==> src/rtl/regrw_pkg.sv <==
// Shared definitions for the one-hot serial register writer and its read-side
// scanner.
//   state_e        : read FSM states (IDLE, SHIFT)
//   DEFAULT_WIDTH  : register width shared by writer and reader
//   onehot_idx()   : decodes a select word into {is_onehot, idx}
package regrw_pkg;

  localparam int DEFAULT_WIDTH = 4;

  // onehot_idx() works on a 32-bit container, so WIDTH must not exceed 32.
  localparam int MAX_WIDTH = 32;

  typedef enum logic {
    IDLE,
    SHIFT
  } state_e;

  typedef struct packed {
    logic        is_onehot;
    logic [31:0] idx;
  } onehot_t;

  // Reports whether exactly one bit is set and, if so, which one.
  // idx is only meaningful when is_onehot is set.
  function automatic onehot_t onehot_idx(input logic [MAX_WIDTH-1:0] vec);
    onehot_t res;
    int      ones;
    res  = '0;
    ones = 0;
    for (int i = 0; i < MAX_WIDTH; i++) begin
      if (vec[i]) begin
        ones    = ones + 1;
        res.idx = 32'(i);
      end
    end
    res.is_onehot = (ones == 1);
    return res;
  endfunction

endpackage

==> src/rtl/regread_onehot_chk.sv <==
// Purely combinational classifier for a one-hot select word.
// Ports:
//   ctrl_i   : select word (WIDTH bits)
//   zero_o   : no bit set
//   onehot_o : exactly one bit set
//   multi_o  : two or more bits set
//   idx_o    : index of the set bit (valid only with onehot_o)
module regread_onehot_chk
  import regrw_pkg::*;
#(
  parameter int WIDTH = DEFAULT_WIDTH,
  parameter int CNT_W = $clog2(WIDTH)
) (
  input  logic [WIDTH-1:0] ctrl_i,
  output logic             zero_o,
  output logic             onehot_o,
  output logic             multi_o,
  output logic [CNT_W-1:0] idx_o
);

  onehot_t dec;

  always_comb begin
    dec      = onehot_idx(MAX_WIDTH'(ctrl_i));
    zero_o   = ~|ctrl_i;
    onehot_o = dec.is_onehot;
    multi_o  = ~zero_o & ~dec.is_onehot;
    idx_o    = CNT_W'(dec.idx);
  end

endmodule

==> src/rtl/regread_scan.sv <==
// Read side of the one-hot serial register writer. Returns either a single
// selected bit of rin (one-hot ctrl) or a full LSB-first scan of rin (start).
// Ports:
//   clk, rst_n : clock, asynchronous active-low reset
//   ctrl       : one-hot bit select for single reads, zero = no request
//   start      : scan request, honoured only when idle and not busy
//   rin        : parallel register contents from the writer
//   out        : serial read data (registered)
//   out_valid  : out carries a valid bit
//   out_last   : final bit of a scan
//   busy       : scan in progress
//   err        : one-cycle pulse when ctrl had several bits set
module regread_scan
  import regrw_pkg::*;
#(
  parameter int WIDTH = DEFAULT_WIDTH,
  parameter int CNT_W = $clog2(WIDTH)
) (
  input  logic             clk,
  input  logic             rst_n,
  input  logic [WIDTH-1:0] ctrl,
  input  logic             start,
  input  logic [WIDTH-1:0] rin,
  output logic             out,
  output logic             out_valid,
  output logic             out_last,
  output logic             busy,
  output logic             err
);

  // The counter holds the index of the bit currently on out, so the edge
  // that moves it to WIDTH-1 is the one that emits the final bit.
  localparam logic [CNT_W-1:0] PRE_LAST = CNT_W'(WIDTH - 2);

  state_e           state_q;
  logic [WIDTH-1:0] shift_q;
  logic [CNT_W-1:0] cnt_q;
  logic             out_q;
  logic             valid_q;
  logic             last_q;
  logic             busy_q;
  logic             err_q;

  logic             ctrl_zero;
  logic             ctrl_onehot;
  logic             ctrl_multi;
  logic [CNT_W-1:0] ctrl_idx;

  regread_onehot_chk #(
    .WIDTH (WIDTH),
    .CNT_W (CNT_W)
  ) u_chk (
    .ctrl_i   (ctrl),
    .zero_o   (ctrl_zero),
    .onehot_o (ctrl_onehot),
    .multi_o  (ctrl_multi),
    .idx_o    (ctrl_idx)
  );

  // Bit 0 of the snapshot is emitted on the start edge itself so the first
  // scan bit appears the cycle after start; the shift register keeps the
  // remaining WIDTH-1 bits. Busy stays high through the out_last cycle, and
  // that cycle already sits in IDLE, so start is additionally gated by busy.
  always_ff @(posedge clk or negedge rst_n) begin
    if (!rst_n) begin
      state_q <= IDLE;
      shift_q <= '0;
      cnt_q   <= '0;
      out_q   <= 1'b0;
      valid_q <= 1'b0;
      last_q  <= 1'b0;
      busy_q  <= 1'b0;
      err_q   <= 1'b0;
    end else begin
      valid_q <= 1'b0;
      last_q  <= 1'b0;
      busy_q  <= 1'b0;
      err_q   <= 1'b0;
      unique case (state_q)
        IDLE: begin
          if (start && !busy_q) begin
            shift_q <= rin >> 1;
            cnt_q   <= '0;
            out_q   <= rin[0];
            valid_q <= 1'b1;
            busy_q  <= 1'b1;
            state_q <= SHIFT;
          end else begin
            unique case (1'b1)
              ctrl_onehot: begin
                out_q   <= rin[ctrl_idx];
                valid_q <= 1'b1;
              end
              ctrl_multi: err_q <= 1'b1;
              ctrl_zero:  ;
            endcase
          end
        end
        SHIFT: begin
          out_q   <= shift_q[0];
          shift_q <= shift_q >> 1;
          cnt_q   <= cnt_q + 1'b1;
          valid_q <= 1'b1;
          busy_q  <= 1'b1;
          if (cnt_q == PRE_LAST) begin
            last_q  <= 1'b1;
            state_q <= IDLE;
          end
        end
        default: state_q <= IDLE;
      endcase
    end
  end

  assign out       = out_q;
  assign out_valid = valid_q;
  assign out_last  = last_q;
  assign busy      = busy_q;
  assign err       = err_q;

endmodule

==> config.mk <==
export PLATFORM = sky130hd
export DESIGN_NAME = regread_scan
export DESIGN_NICKNAME = d
export VERILOG_FILES = /design/src/rtl/regrw_pkg.sv /design/src/rtl/regread_onehot_chk.sv /design/src/rtl/regread_scan.sv
export SDC_FILE = /design/constraint.sdc
export NUM_CORES = 1
export LEC_CHECK = 0
export BUFFER_PORTS_ARGS = -buffer_cell sky130_fd_sc_hd__buf_2
export CORE_AREA = 4 4 41 43
export CTS_CLUSTER_SIZE = 12
export DETAILED_ROUTE_END_ITERATION = 6
export DIE_AREA = 0 0 45 47
export PLACE_DENSITY_LB_ADDON = 0.1
export SYNTH_ARGS = -nofsm -noshare
export SYNTH_HDL_FRONTEND = slang
export SYNTH_HIERARCHICAL = 1
export SYNTH_SLANG_ARGS = --single-unit
export TNS_END_PERCENT = 50
==> constraint.sdc <==
create_clock -name clk -period 2.4 [get_ports clk]
set_input_delay 0 -clock clk [delete_from_list [all_inputs] [get_ports clk]]
set_output_delay 0 -clock clk [all_outputs]
set_load 0.02 [all_outputs]
# == Word-level counts from Yosys, hierarchy flattened ==
# Index checks and enable logic that the tools add are counted.
# totals
reg_bits,12
in_bits,11
output_inout_bits,5
wordCells,51
# op_classes
add_sub_neg,4
n_lt_le_gt_ge,1
eq_ne,4
mux,28
bitwise_logic,3
n_reduce_logical,3
# op_table
cell,n
$mux 32,3
$add 32x2->32 const B,2
$eq 32x2->1 const B,1
$mux 1,14
$pmux 1 s2,4
$pmux 4 s2,1
$mux 2,3
$mux 4,1
$pmux 2 s2,1
$reduce_or 4->1,1
$lt 2x3->1 const B,1
$ne 3x3->1 const B,1
$add 1x1->2 const B,1
$add 2x1->2 const B,1
$bmux 1 s2,1
$eq 2x2->1 const B,1
$ne 2x2->1 const B,1
$not 1->1,2
$and 1x1->1,1
$logic_and 1x1->1,1
$logic_not 1->1,1

# == Depth between registers and ports, before layout ==
# Gate-level depths: netlist (run 1).
# logic_depth
word_depth,13
mapped_depth,10
mapped_depth_nobuf,10

# == By module ==
# Netlist (run 1), hierarchy kept.
# by_module_without_submodules
module,n_inst,cells_each,area_each_um2,seq_area_each_um2
regread_scan,1,40,484.2,275.3
regread_onehot_chk,1,22,166.4,0.0

# == Worst setup path after synthesis (run 1) ==
# No wires, ideal clock.
# synth_path
path_type,input port to flip-flop
from,input port ctrl[0]
to,"register out_q, in the netlist out"
setup_time_ps,82
arrival_time_ps,1763
required_time_ps,2318
path_slack_ps,555
path_stages,9
path_buffers,0
path_cell_list,inv_1 > ha_1 > xor2_1 > ha_1 > nor2_1 > a221oi_1 > nor3_1 > or3_1 > o22ai_1
# synth_via
elab_chain_len,9
# synth_lines
item,line,text
start: declaration,regread_scan.sv:21,"input logic [WIDTH-1:0] ctrl,"
$mux 1 (*),regrw_pkg.sv:31,if (vec[i]) begin
$add 1x1->2,regrw_pkg.sv:32,ones = ones + 1;
$mux 32 (*),regrw_pkg.sv:31,
$add 32x2->32,regrw_pkg.sv:32,
$mux 32 (*),regrw_pkg.sv:31,
$add 32x2->32,regrw_pkg.sv:32,
$mux 32 (*),regrw_pkg.sv:31,
$eq 32x2->1 (*),regrw_pkg.sv:36,res.is_onehot = (ones == 1);
via ctrl_onehot,regread_scan.sv:45,logic ctrl_onehot;
$ne 3x3->1 (no source line) (*),n/a,
end signal: assignment,regread_scan.sv:84,out_q <= rin[0];
end signal: assignment,regread_scan.sv:91,out_q <= rin[ctrl_idx];
end signal: assignment,regread_scan.sv:100,out_q <= shift_q[0];
end: declaration,regread_scan.sv:38,logic out_q;
# The timed path passes the listed nets; every way through them passes the cells marked *.
# A chain may end at the register's enable or synchronous reset.

# == Worst setup path after layout (run 1) ==
# Same ends and word-level chain as after synthesis.

==> flow_summary.ini, run 1 <==
[sta]
setup_viol = 0
worst_slew_pin_slew_ns = 0.541
hold_ws_ns = 0.0512
fin_crit_ns = 1.81
skew_ns = 0.00150
setup_tns_ns = 0
fin_crit_sh = 0.755
rsz0062_at_grt = no
maxSlewHeadroom = 0.638
fmax_ghz = 0.552
drv_slew = 0
hold_viol_final = 0

[final_layout]
regArea_um2 = 275
fin_nets = 95
mostFrequentLayoutCells = 15 x buf_2, 11 x dfrtp_1, 8 x inv_1
fillers = 123
layout-drive-gt1-share = 0.304
final_common_cell = buf_2
area_growth_pct = 17.4
multi_input_area_um2 = 314
antennaDiodeCount = 0
utilization = 0.584

[die]
std_cell_rows = 13
dieArea_um2 = 2120
die_w_um = 45
design.core.area_um2 = 1300
io_pins = 16
die_h_um = 47
start_util = 0.497

[cts]
htree_levels = 1
clock-sinks = 11
cts_tree = yes
clk_pin_slew_ns = 0.07
cts_root_buf = clkbuf_4
clock_latency_ns = 0.27
ctsResizeCount = 0
cts_buffer_depth = 2
cts_buffers = 3

[setup_path]
crit_required_ns = 2.59
cp-end-kind = register
cp_top_family = adder cells
slowest_delay_ns = 0.37
cpMostUsedCell = ha_1
cp_data_arrival_time_ns = 2.00
crit_path_top_delay_cell = a221oi_1
crit_buf_inv = 2
start_kind = primary input
crit_type = primary input to register
path_max_fanout = 4
crit_chain = buf_2 > inv_1 > ha_1 > xor2_1 > ha_1 > nor2_1 > a221oi_1 > nor3_1 > or3_1 > o22ai_1

[status]
status = complete, no violations

[global_routing]
grt_pass1_wl_um = 2050
gr-total-overflow = 0
use_met1 = 0.175
antenna_found_initial = 0
busiest_layer = met2
grt_util_met3 = 0.0345
grt_pass1_vias = 484
grt_use_met2 = 0.201
grt_max_degree = 14
grt_util_all_layers = 0.138

[yosys]
synth_fp_nets = 76
yosysWarnings = 6
netlist_area_um2 = 647
synth_cells = 61
synth_area_per_cell_um2 = 10.6

[drt]
vias = 471
post_drt_wl_per_cell_um = 12.4
drt-total-wl_um = 1160
via_per_inst = 5.01
firstDrtPassIters = 3
drt_iter0_drc = 3
postRouteAntennaNets = 0
drc = 0

[worst_hold_path]
hold_class = primary input to register

[job]
maxCapViolCount = 0

[pwr]
ir_worst_vdd_uv = 663
p_leak_uw = 0.000376
power_density_nw_per_um2 = 1040

[placed_design]
dp_hpwl_um = 846
portBuffers = 15
routabilityCongestion = 0.842
[flip-flops by register name, summed over array words and instances (netlist names)]
register and count:
out_last 1, out 1, state_q 1, cnt_q 2, shift_q 3, busy 1, err 1, out_valid 1
[repair_timing]
item	CTS	global route
hold endpoints to repair	12	0
hold buffers	2	0
setup buffers	0	0
[final timing paths]
check / start / to / slack [ns] / cells after the start
setup / recovery: ctrl[0] / out / 0.59 / 10
max in group asynchronous: rst_n / out / 2.08 / 2
setup reg to reg: busy / cnt_q[0] / 0.98 / 3
min in group asynchronous: rst_n / state_q / 0.12 / 2
hold / removal: rin[2] / shift_q[1] / 0.05 / 3
hold reg to reg: cnt_q[0] / cnt_q[0] / 0.53 / 1
[layout make-up]
class,instances,area share
sequential,11,0.362
inverter,8,0.0395
timing repair buffer,17,0.125
tap,15,0.0247
multi-input combinational,39,0.414
clock buffer,4,0.0346
[worst register-to-register path, stage by stage (launching register included)]
cell,delay (ns)
dfrtp_1,0.37
nor2b_1,0.44
nor2_1,0.20
mux2_2,0.30
[layer usage]
metal	up-vias	part of all wire
li1	247	-
met1	211	0.49
met2	11	0.44
met3	2	0.059
met4	0	0.010
met5	-	0
[report_power, final]
group | switching (uW) | total (uW) | leakage [uW] | internal (uW)
sequential | 63.5 | 333 | 0.000132 | 269
clock | 61.3 | 126 | 0.0000150 | 64.3
combinational | 178 | 334 | 0.000230 | 156
[stage by stage]
stage	cells	setup slack [ns]	total power, uW	area (um^2)
6_report	94	0.589	792	759
2_1_floorplan	61	0.555	595	647
4_1_cts	94	0.598	806	759
5_1_grt	94	0.417	869	759
3_3_place_gp	88	0.334	659	713
3_5_place_dp	88	0.322	664	713
Note: power is estimated with default switching activity, not from simulation.
==> inputs of run 2 (changes only) <==
- ABC_AREA: default -> 1
- CORE_AREA: 4 4 41 43 -> default
- CORE_MARGIN: default -> 4
- CORE_UTILIZATION: default -> 45
- DIE_AREA: 0 0 45 47 -> default
- clock period: 2.4 -> 1.56 ns (I/O delays scaled with it)
==> flow_summary.ini, run 2 <==
[final_layout]
multi_input_area_um2 = 320
fin_cells = 122
largest_register_ffs = 3
fin_nets = 123
final_common_cell = nand2_1
max_flop_register = shift_q
top_regs = shift_q x3, cnt_q x2
mostFrequentLayoutCells = 25 x nand2_1, 15 x inv_1, 15 x buf_2
area_growth_pct = 23.7
fillers = 135
regArea_um2 = 275
antennaDiodeCount = 0
layout-drive-gt1-share = 0.234

[setup_path]
start_kind = primary input
path_max_fanout = 3
cpMostUsedCell = nand2_1
crit_required_ns = 1.76
slowest_delay_ns = 0.28
crit_chain = buf_2 > inv_1 > ha_4 > nand2_1 > inv_1 > nor2_2 > ha_1 > nor2_1 > o21ai_0 > nand2_1 > and2_1 > nor2_4 > nor2_1 > nand2_1 > nand2_1
cp-end-kind = register
cp_data_arrival_time_ns = 1.54
cp_top_family = simple AND/OR/NAND/NOR gates
crit_type = primary input to register
crit_buf_inv = 3
crit_path_top_delay_cell = ha_4

[cts]
cts_tree = yes
htree_levels = 1
cts_root_buf = clkbuf_4
clk_pin_slew_ns = 0.07
cts_buffers = 3
clock-sinks = 11
clock_latency_ns = 0.26
cts_buffer_depth = 2
post_cts_buffers = 0

[yosys]
yosysUniqueCellTypes = 18
ys_seq_area_frac = 0.428
yosysTopAreaCell = dfrtp_1
ys_ff_latch = 11
synth_async_sr_flop_share = 1.00
yosysMostFrequentCell = nand2_1
synth-edff-count = 0
synthTopCellsByCount = 25 x nand2_1, 15 x inv_1, 11 x dfrtp_1, 9 x nor2_1, 5 x nand3_1
synth_fp_nets = 101
netlist_area_um2 = 643
ys_top_cells_by_area = dfrtp_1 43%, nand2_1 15%, inv_1 8.8%, ha_1 7.8%, nor2_1 5.3%
synth_top_area_frac = 0.428
ys.flop_type = dfrtp_1
synth_cells = 86
yosysWarnings = 6
synth_area_per_cell_um2 = 7.48

[placed_design]
place_inst = 116
routabilityCongestion = 0.742
dp_hpwl_um = 954
portBuffers = 15

[pwr]
ir_worst_vdd_uv = 777
pwr-share-clk = 0.156
p_leak_uw = 0.000458
p_int_uw = 715
power_density_nw_per_um2 = 1540
switchingPower_uw = 510
power_uw = 1220
seqPwrFrac = 0.396
p_sw_frac = 0.417
pwr-share-comb = 0.448

[die]
die_w_um = 45.8
start_util = 0.488
dieArea_um2 = 2100
design.core.area_um2 = 1320
die_h_um = 45.8
std_cell_rows = 13
io_pins = 16

[drt]
drt_iter0_drc = 16
post_drt_wl_per_cell_um = 9.34
drt-total-wl_um = 1140
postRouteAntennaNets = 0
vias = 555
via_per_inst = 4.55
firstDrtPassIters = 4
drc = 0

[global_routing]
antenna_found_initial = 0
grt_pass1_vias = 509
gr-total-overflow = 0
grt_pass1_wl_um = 2030
grt_util_all_layers = 0.136
grt_max_degree = 12

[sta]
setup_viol = 0
rsz0062_at_grt = no
worst_slew_pin_slew_ns = 0.293
hold_ws_ns = 0.00762
maxSlewHeadroom = 0.803
fmax_ghz = 0.746
fin_crit_sh = 0.860
drv_slew = 0
hold_viol_final = 0
fin_crit_ns = 1.34
skew_ns = 0.00482

[worst_hold_path]
hold_class = primary input to register

[status]
status = complete, no violations

[job]
maxCapViolCount = 0
[run 2: path summary, 6_finish.rpt]
path	end	slack (ns)	startpoint	depth (start not counted)
min	shift_q[1]	0.008	rin[2]	3
min in group asynchronous	cnt_q[0]	0.12	rst_n	2
min reg2reg	shift_q[2]	0.47	shift_q[2]	2
max in group asynchronous	busy	1.24	rst_n	2
max	out	0.22	ctrl[1]	15
max reg2reg	out	0.45	state_q	6
[run 2: per-layer routing]
metal  routed length, um  up-vias  global-route usage
met2                 481       20               0.209
met5                   0        -                   0
met3                 115        2              0.0474
met1                 530      231               0.168
met4                  12        0              0.0682
li1                    -      302                   -
[run 2: layout make-up]
| type | instances | area share |
|---|---|---|
| Clock buffer | 4 | 0.0330 |
| Inverter | 16 | 0.0755 |
| Multi-Input combinational cell | 59 | 0.403 |
| Sequential cell | 11 | 0.346 |
| Tap cell | 15 | 0.0236 |
| Timing Repair Buffer | 17 | 0.119 |
[run 2: what timing repair did]
| item | in CTS | in global routing |
|---|---|---|
| hold endpoints to repair | 12 | 0 |
| endpoints found under the setup margin | 0 | 1 |
| hold buffers | 2 | 0 |
| gates resized for setup | 0 | 1 |
[run 2: per-stage QoR]
stage / cell area (um^2) / utilization / worst slack [ns] / setup TNS [ns]
finish: 796 / 0.604 / 0.219 / 0
detailed placement: 737 / 0.559 / -0.117 / -0.117
global placement: 737 / 0.559 / -0.0656 / -0.0656
CTS: 783 / 0.594 / 0.149 / 0
floorplan: 643 / - / 0.0874 / 0
global route: 796 / 0.604 / 0.0421 / 0
[run 2: logic make-up after synthesis]
family	synth area share
adder cells (fa/ha/maj)	0.0778
flip-flops	0.428
AO/OA/AOI/OAI	0.0661
XOR/XNOR	0.0136
AND/OR/NAND/NOR	0.321
buffers and inverters	0.0934
[run 2: worst register-to-register path, cell delays in order (launching register included)]
cell,delay (ns)
dfrtp_1,0.44
inv_2,0.15
nand2_4,0.11
inv_1,0.14
nand2_1,0.07
nand2_1,0.05
nand2_1,0.04
[run 2: power by group through the flow]
stage	clock [uW]	sequential [uW]	combinational, uW
floorplan	0	559	321
global placement	0	489	531
finish	191	485	549
CTS	194	487	556
global route	211	501	632
detailed placement	0	492	551
